<file path="src/rtl/uart_cmd_pkg.sv">
// Shared definitions for the UART command host: opcodes, command and state encodings,
// and per-command frame/response counts.
package uart_cmd_pkg;

    typedef enum logic [1:0] {
        OP_WRITE = 2'b00,
        OP_READ  = 2'b01,
        OP_ALU   = 2'b10,
        OP_NOP   = 2'b11
    } cmd_op_t;

    typedef enum logic [1:0] {
        IDLE     = 2'b00,
        SEND     = 2'b01,
        WAIT_RSP = 2'b10,
        DONE     = 2'b11
    } host_state_t;

    localparam logic [7:0] OPC_WRITE = 8'hAA;
    localparam logic [7:0] OPC_READ  = 8'hBB;
    localparam logic [7:0] OPC_ALU   = 8'hCC;
    localparam logic [7:0] OPC_NOP   = 8'hDD;

    function automatic logic [2:0] frame_count(input cmd_op_t op);
        case (op)
            OP_WRITE: frame_count = 3'd3;
            OP_READ:  frame_count = 3'd2;
            OP_ALU:   frame_count = 3'd4;
            OP_NOP:   frame_count = 3'd2;
            default:  frame_count = 3'd2;
        endcase
    endfunction

    function automatic logic [1:0] rsp_count(input cmd_op_t op);
        case (op)
            OP_WRITE: rsp_count = 2'd0;
            OP_READ:  rsp_count = 2'd1;
            OP_ALU:   rsp_count = 2'd2;
            OP_NOP:   rsp_count = 2'd2;
            default:  rsp_count = 2'd0;
        endcase
    endfunction

    // Byte at position idx of the outgoing frame for a given command.
    function automatic logic [7:0] frame_byte(input cmd_op_t op, input logic [1:0] idx,
                                              input logic [3:0] addr, input logic [7:0] data,
                                              input logic [7:0] opb, input logic [3:0] fun);
        logic [7:0] b;
        b = 8'h00;
        case (op)
            OP_WRITE: case (idx)
                2'd0:    b = OPC_WRITE;
                2'd1:    b = {4'h0, addr};
                2'd2:    b = data;
                default: b = 8'h00;
            endcase
            OP_READ: case (idx)
                2'd0:    b = OPC_READ;
                2'd1:    b = {4'h0, addr};
                default: b = 8'h00;
            endcase
            OP_ALU: case (idx)
                2'd0:    b = OPC_ALU;
                2'd1:    b = data;
                2'd2:    b = opb;
                2'd3:    b = {4'h0, fun};
                default: b = 8'h00;
            endcase
            OP_NOP: case (idx)
                2'd0:    b = OPC_NOP;
                2'd1:    b = {4'h0, fun};
                default: b = 8'h00;
            endcase
            default: b = 8'h00;
        endcase
        return b;
    endfunction

endpackage

</file>
<file path="src/rtl/uart_cmd_host.sv">
// Serialises register-file / ALU commands into UART byte frames and collects the reply.
// Optional response timeout enabled by defining CMD_HOST_TIMEOUT_EN.
module uart_cmd_host
    import uart_cmd_pkg::*;
#(
    parameter int unsigned TIMEOUT_CYCLES = 4096
) (
    input  logic        CLK,
    input  logic        RST,
    input  logic        cmd_valid,
    output logic        cmd_ready,
    input  logic [1:0]  cmd_op,
    input  logic [3:0]  cmd_addr,
    input  logic [7:0]  cmd_data,
    input  logic [7:0]  cmd_opb,
    input  logic [3:0]  cmd_fun,
    output logic [7:0]  tx_byte,
    output logic        tx_valid,
    input  logic        tx_ready,
    input  logic [7:0]  rx_byte,
    input  logic        rx_valid,
    output logic        rsp_valid,
    output logic [15:0] rsp_data,
    output logic        rsp_err,
    output logic        busy
);

    host_state_t state_r;
    cmd_op_t     op_r;
    logic [3:0]  addr_r;
    logic [7:0]  data_r;
    logic [7:0]  opb_r;
    logic [3:0]  fun_r;
    logic [1:0]  frame_idx_r;
    logic [1:0]  rx_cnt_r;
    logic [7:0]  rx_lo_r;
    logic        last_frame_s;
    logic        last_rx_s;

    assign last_frame_s = ({1'b0, frame_idx_r} == (frame_count(op_r) - 3'd1));
    assign last_rx_s    = ((rx_cnt_r + 2'd1) == rsp_count(op_r));

`ifdef CMD_HOST_TIMEOUT_EN
    localparam int unsigned CNT_W = $clog2(TIMEOUT_CYCLES + 1);
    localparam logic [CNT_W-1:0] WAIT_LIMIT = CNT_W'(TIMEOUT_CYCLES - 1);
    logic [CNT_W-1:0] wait_cnt_r;
    logic             rsp_err_r;

    // Response-wait counter: runs only while waiting, zero on every entry.
    always_ff @(posedge CLK or posedge RST) begin
        if (RST) begin
            wait_cnt_r <= {CNT_W{1'b0}};
        end else if (state_r == WAIT_RSP) begin
            wait_cnt_r <= wait_cnt_r + CNT_W'(1);
        end else begin
            wait_cnt_r <= {CNT_W{1'b0}};
        end
    end

    assign rsp_err = rsp_err_r;
`else
    assign rsp_err = 1'b0;
`endif

    // Command FSM with registered handshake, frame and response outputs.
    always_ff @(posedge CLK or posedge RST) begin
        if (RST) begin
            state_r     <= IDLE;
            op_r        <= OP_WRITE;
            addr_r      <= 4'h0;
            data_r      <= 8'h00;
            opb_r       <= 8'h00;
            fun_r       <= 4'h0;
            frame_idx_r <= 2'd0;
            rx_cnt_r    <= 2'd0;
            rx_lo_r     <= 8'h00;
            cmd_ready   <= 1'b1;
            tx_byte     <= 8'h00;
            tx_valid    <= 1'b0;
            rsp_valid   <= 1'b0;
            rsp_data    <= 16'h0000;
            busy        <= 1'b0;
`ifdef CMD_HOST_TIMEOUT_EN
            rsp_err_r   <= 1'b0;
`endif
        end else begin
            rsp_valid <= 1'b0;
            case (state_r)
                IDLE: begin
                    if (cmd_valid) begin
                        op_r        <= cmd_op_t'(cmd_op);
                        addr_r      <= cmd_addr;
                        data_r      <= cmd_data;
                        opb_r       <= cmd_opb;
                        fun_r       <= cmd_fun;
                        frame_idx_r <= 2'd0;
                        tx_byte     <= frame_byte(cmd_op_t'(cmd_op), 2'd0, cmd_addr,
                                                  cmd_data, cmd_opb, cmd_fun);
                        tx_valid    <= 1'b1;
                        cmd_ready   <= 1'b0;
                        busy        <= 1'b1;
                        state_r     <= SEND;
                    end
                end
                SEND: begin
                    if (tx_ready) begin
                        if (last_frame_s) begin
                            tx_valid <= 1'b0;
                            rx_cnt_r <= 2'd0;
                            rx_lo_r  <= 8'h00;
                            if (op_r == OP_WRITE) begin
                                rsp_valid <= 1'b1;
                                rsp_data  <= 16'h0000;
`ifdef CMD_HOST_TIMEOUT_EN
                                rsp_err_r <= 1'b0;
`endif
                                state_r   <= DONE;
                            end else begin
                                state_r   <= WAIT_RSP;
                            end
                        end else begin
                            frame_idx_r <= frame_idx_r + 2'd1;
                            tx_byte     <= frame_byte(op_r, frame_idx_r + 2'd1, addr_r,
                                                      data_r, opb_r, fun_r);
                        end
                    end
                end
                WAIT_RSP: begin
                    if (rx_valid) begin
                        if (last_rx_s) begin
                            rsp_valid <= 1'b1;
                            rsp_data  <= (op_r == OP_READ) ? {8'h00, rx_byte} : {rx_byte, rx_lo_r};
`ifdef CMD_HOST_TIMEOUT_EN
                            rsp_err_r <= 1'b0;
`endif
                            state_r   <= DONE;
                        end else begin
                            rx_lo_r  <= rx_byte;
                            rx_cnt_r <= rx_cnt_r + 2'd1;
                        end
                    end
`ifdef CMD_HOST_TIMEOUT_EN
                    // Give up: report whatever arrived, missing bytes read as zero.
                    else if (wait_cnt_r == WAIT_LIMIT) begin
                        rsp_valid <= 1'b1;
                        rsp_data  <= (op_r == OP_READ) ? 16'h0000 : {8'h00, rx_lo_r};
                        rsp_err_r <= 1'b1;
                        state_r   <= DONE;
                    end
`endif
                end
                DONE: begin
                    cmd_ready <= 1'b1;
                    busy      <= 1'b0;
                    state_r   <= IDLE;
                end
                default: begin
                    tx_valid  <= 1'b0;
                    cmd_ready <= 1'b1;
                    busy      <= 1'b0;
                    state_r   <= IDLE;
                end
            endcase
        end
    end

endmodule

</file>
<file path="config.mk">
export PLATFORM = sky130hd
export DESIGN_NAME = uart_cmd_host
export DESIGN_NICKNAME = d
export VERILOG_FILES = /design/src/rtl/uart_cmd_pkg.sv /design/src/rtl/uart_cmd_host.sv
export SDC_FILE = /design/constraint.sdc
export NUM_CORES = 1
export LEC_CHECK = 0
export ABC_AREA = 1
export BUFFER_PORTS_ARGS = -buffer_cell sky130_fd_sc_hd__buf_4
export CAP_MARGIN = 0
export CORE_MARGIN = 1.5
export CORE_UTILIZATION = 52
export CTS_BUF_LIST = sky130_fd_sc_hd__clkbuf_8
export DETAILED_ROUTE_END_ITERATION = 8
export GPL_ROUTABILITY_DRIVEN = 1
export PLACE_DENSITY = 0.78
export SYNTH_ARGS = -nofsm -noshare
export SYNTH_HDL_FRONTEND = slang
export SYNTH_SLANG_ARGS = --single-unit
</file>
<file path="constraint.sdc">
create_clock -name CLK -period 2.4 [get_ports CLK]
set_clock_uncertainty 0.2 [all_clocks]
set_input_delay 0.48 -clock CLK [delete_from_list [all_inputs] [get_ports CLK]]
set_output_delay 0.48 -clock CLK [all_outputs]
set_load 0.01 [all_outputs]
</file>
==> flow_summary.yaml <==
cts:
  post_cts_resized: 0
  ctsLongestPathBuffers: 2
  cts_max_level: 3
  cts-hold-fix-buffers: 0
  cts_tree: "done"
  cts_num_sinks: 68
  clkTransAtPathRegs_ns: 0.08
  clockRootBuffer: "clkbuf_8"
  cts_setup_buffers: 0
  clk_latency_ns: 0.34
  numCtsBuffers: 9
critical_path:
  path_cells: "inv_1 > ha_1 > inv_2 > a21oi_1 > nand2_1 > inv_2 > nand3_1 > o21ai_0"
  path_buf_inv: 3
  worst_setup_path_end_kind: "flop"
  critPathArrivalTime_ns: 2.25
  required_ns: 2.46
  cp_common_cell: "inv_2"
  cp_slowest_cell: "dfrtp_1"
  cp_top_family: "buffers and inverters"
  crit_path_start_kind: "flop"
  path_max_fanout: 10
  crit_type: "flop to flop"
  slowest_delay_ns: 0.43
power_and_ir_drop:
  peakVddDrop_v: 0.000570
  power_frac_comb_pct: 51.4
  power_density_nw_per_um2: 1310
  p_seq_share_pct: 33.1
  power_switching_mw: 2.77
  p_leak_nw: 2.50
  internal-power_mw: 3.17
  clkPwrFrac_pct: 15.6
  p_sw_share_pct: 46.6
layout:
  nets: 632
  drive_gt1_share_pct: 19.2
  diodes: 0
  syn2layout_area_growth_pct: 21.4
global_routing:
  grt_pass1_vias: 3318
  grt_max_degree: 69
  grt_overflow: 0
  grt_first_pass_wirelength_um: 15200
  track_usage_pct: 25.5
  antenna_found_initial: 0
floorplan:
  dieWidth_um: 87.9
  io_pins: 68
  die_y_um: 87.9
  rows: 30
  core_um2: 6870
  initial_core_util_pct: 54.6
  die_area_um2: 7730
timing:
  max_freq_mhz: 456
  hold-worst-slack_ns: -0.0134
  rsz0062_at_grt: "false"
  hold_viol_final: 9
  fin_crit_ns: 2.20
  finalSetupViolations: 0
  finalCritPeriodShare_pct: 91.5
  slew_viol_final: 0
  tns_ns: 0
drt:
  drc: 0
  ant_nets: 0
  drt_wl_total_um: 9120
  drt-vias-per-instance: 5.19
  vias: 3552
  routedWlPerCell_um: 13.3
  first_pass_iters: 4
  drt_iter0_markers: 287
yosys:
  syn-instance-count: 515
  synth-adder-area-share_pct: 3.00
  synth_top_cells_by_area: "dfrtp_1, nand2_1, nand3_1"
  synth_top_family_by_area: "simple AND/OR/NAND/NOR gates"
  synth.mux.area_fraction_pct: 0
  syn-cell-area_um2: 3750
  syn_area_per_cell_um2: 7.28
  yosys.area.top_type: "dfrtp_1"
  yosys.area_share.simple_pct: 38.4
  syn_nets: 563
  synth-seq-cells: 68
  ys_seq_area_share_pct: 45.4
  netlist.area_leader.share_pct: 44.7
  synth_compound_area_share_pct: 6.31
  synthDistinctLibCells: 33
  yosysWarningCount: 0
  synth_xor_xnor_area_share_pct: 0.234
placed_design:
  numPortBuffers: 66
  gp_congestion: 0.941
  dp_hpwl_um: 6720
outcome:
  status: "complete, but fails checks"
  violations: "hold timing"
hold_path:
  hold_class: "input pin to asynchronous set/reset pin"
flow_run:
  cap_violations: 0
## final cells by class
type                    instances  area [um2]
clock buffers                   9         124
clock inverters                 7        68.8
fillers                       617        2320
inverters                      34         128
multi-input cells             392        1800
flip-flops and latches         68        1700
well taps                      96         120
repair buffers                 79         606
## metal layers
metal  global-route usage [%]  vias up  share of wire (%)
met2                     38.6      114                 46
met3                     3.77       11                5.5
li1                         -     1764                  -
met5                        0        -                  0
met4                     8.80        0                1.4
met1                     37.3     1663                 48
## state kept, by name, summed over array words and instances, names as in the netlist, 2 cells and up
| signal | count |
|---|---|
| rx_cnt_r | 2 |
| op_r | 2 |
| addr_r | 4 |
| state_r | 2 |
| frame_idx_r | 2 |
| data_r | 8 |
| rsp_data | 16 |
| rx_lo_r | 8 |
| tx_byte | 8 |
| fun_r | 4 |
| opb_r | 8 |
## synth_stat cells
cell	number
buf_4	2
nand4_4	1
a21boi_0	1
nand3_2	1
or2_2	1
a21oi_4	2
nand3b_1	1
inv_2	3
nand4_1	21
a21oi_1	15
o21bai_1	1
dfstp_2	1
xor2_1	1
buf_6	3
conb_1	1
o21ai_1	3
nor2_1	22
o211ai_1	2
nand2_4	1
dfrtp_1	67
and2_1	1
clkinv_1	1
o21ai_0	15
nor2_8	1
nand2_2	4
buf_2	6
ha_1	9
nor2_2	2
o21ai_2	1
nand2_1	256
nand3_1	29
inv_1	30
clkbuf_1	10
## kinds of logic (layout without fill, tap and decap cells)
kind of cell / after synthesis / after routing
other: 1 / 1
XOR/XNOR: 1 / 1
buffers and inverters: 55 / 129
adder cells (fa/ha/maj): 9 / 9
AND/OR/NAND/NOR: 341 / 341
AO/OA/AOI/OAI: 40 / 40
flip-flops: 68 / 68
## path summary, 6_finish.rpt
path | from | to | slack [ns] | cells after the start
worst max-delay path | state_r[1] | frame_idx_r[1] | 0.20 | 8
worst min-delay path | RST | rx_lo_r[6] | -0.01 | 3
worst max register to register | state_r[1] | frame_idx_r[1] | 0.20 | 8
worst min register to register | rsp_data[0] | rsp_data[0] | 0.28 | 2
max in group asynchronous | RST | cmd_ready | 1.66 | 3
min in group CLK | cmd_data[7] | data_r[7] | 0.12 | 3
## power by group through the flow
stage | sequential [mW] | clock [mW] | combinational (mW)
after global routing | 2.02 | 0.974 | 3.46
final | 1.97 | 0.927 | 3.05
after CTS | 1.96 | 0.937 | 3.05
after floorplan | 1.93 | 0 | 2.18
after global placement | 1.97 | 0 | 2.96
after detailed placement | 1.98 | 0 | 3.03
## cells in the final DEF, fill, tap and decap left out, types with 3 or more instances in the layout
cell,count
nand2_2,4
inv_1,30
nand2_1,256
nand3_1,29
o21ai_0,15
o21ai_1,3
buf_4,78
clkbuf_8,9
nor2_1,22
a21oi_1,15
nand4_1,21
inv_2,4
dfrtp_1,67
ha_1,9
## worst reg2reg max path, delay by kind of cell (launching register included)
kind	cells	cell delay (ns)
AOI/OAI and AO/OA	2	0.36
adders and majority gates	1	0.33
buffers and inverters	3	0.45
DFF	1	0.43
and+or+nand+nor	2	0.34
## through the flow
stage	utilization [%]	std cells	instance area (um2)	total power, mW	setup slack [ns]
after global placement	63.4	669	4360	4.92	0.366
final	66.2	685	4550	5.95	0.205
after CTS	66.2	685	4550	5.95	0.189
after global routing	66.2	685	4550	6.46	0.00100
after detailed placement	63.4	669	4360	5.01	0.238
after floorplan	-	515	3750	4.11	0.0101
Note: power is estimated with default switching activity, not from simulation.
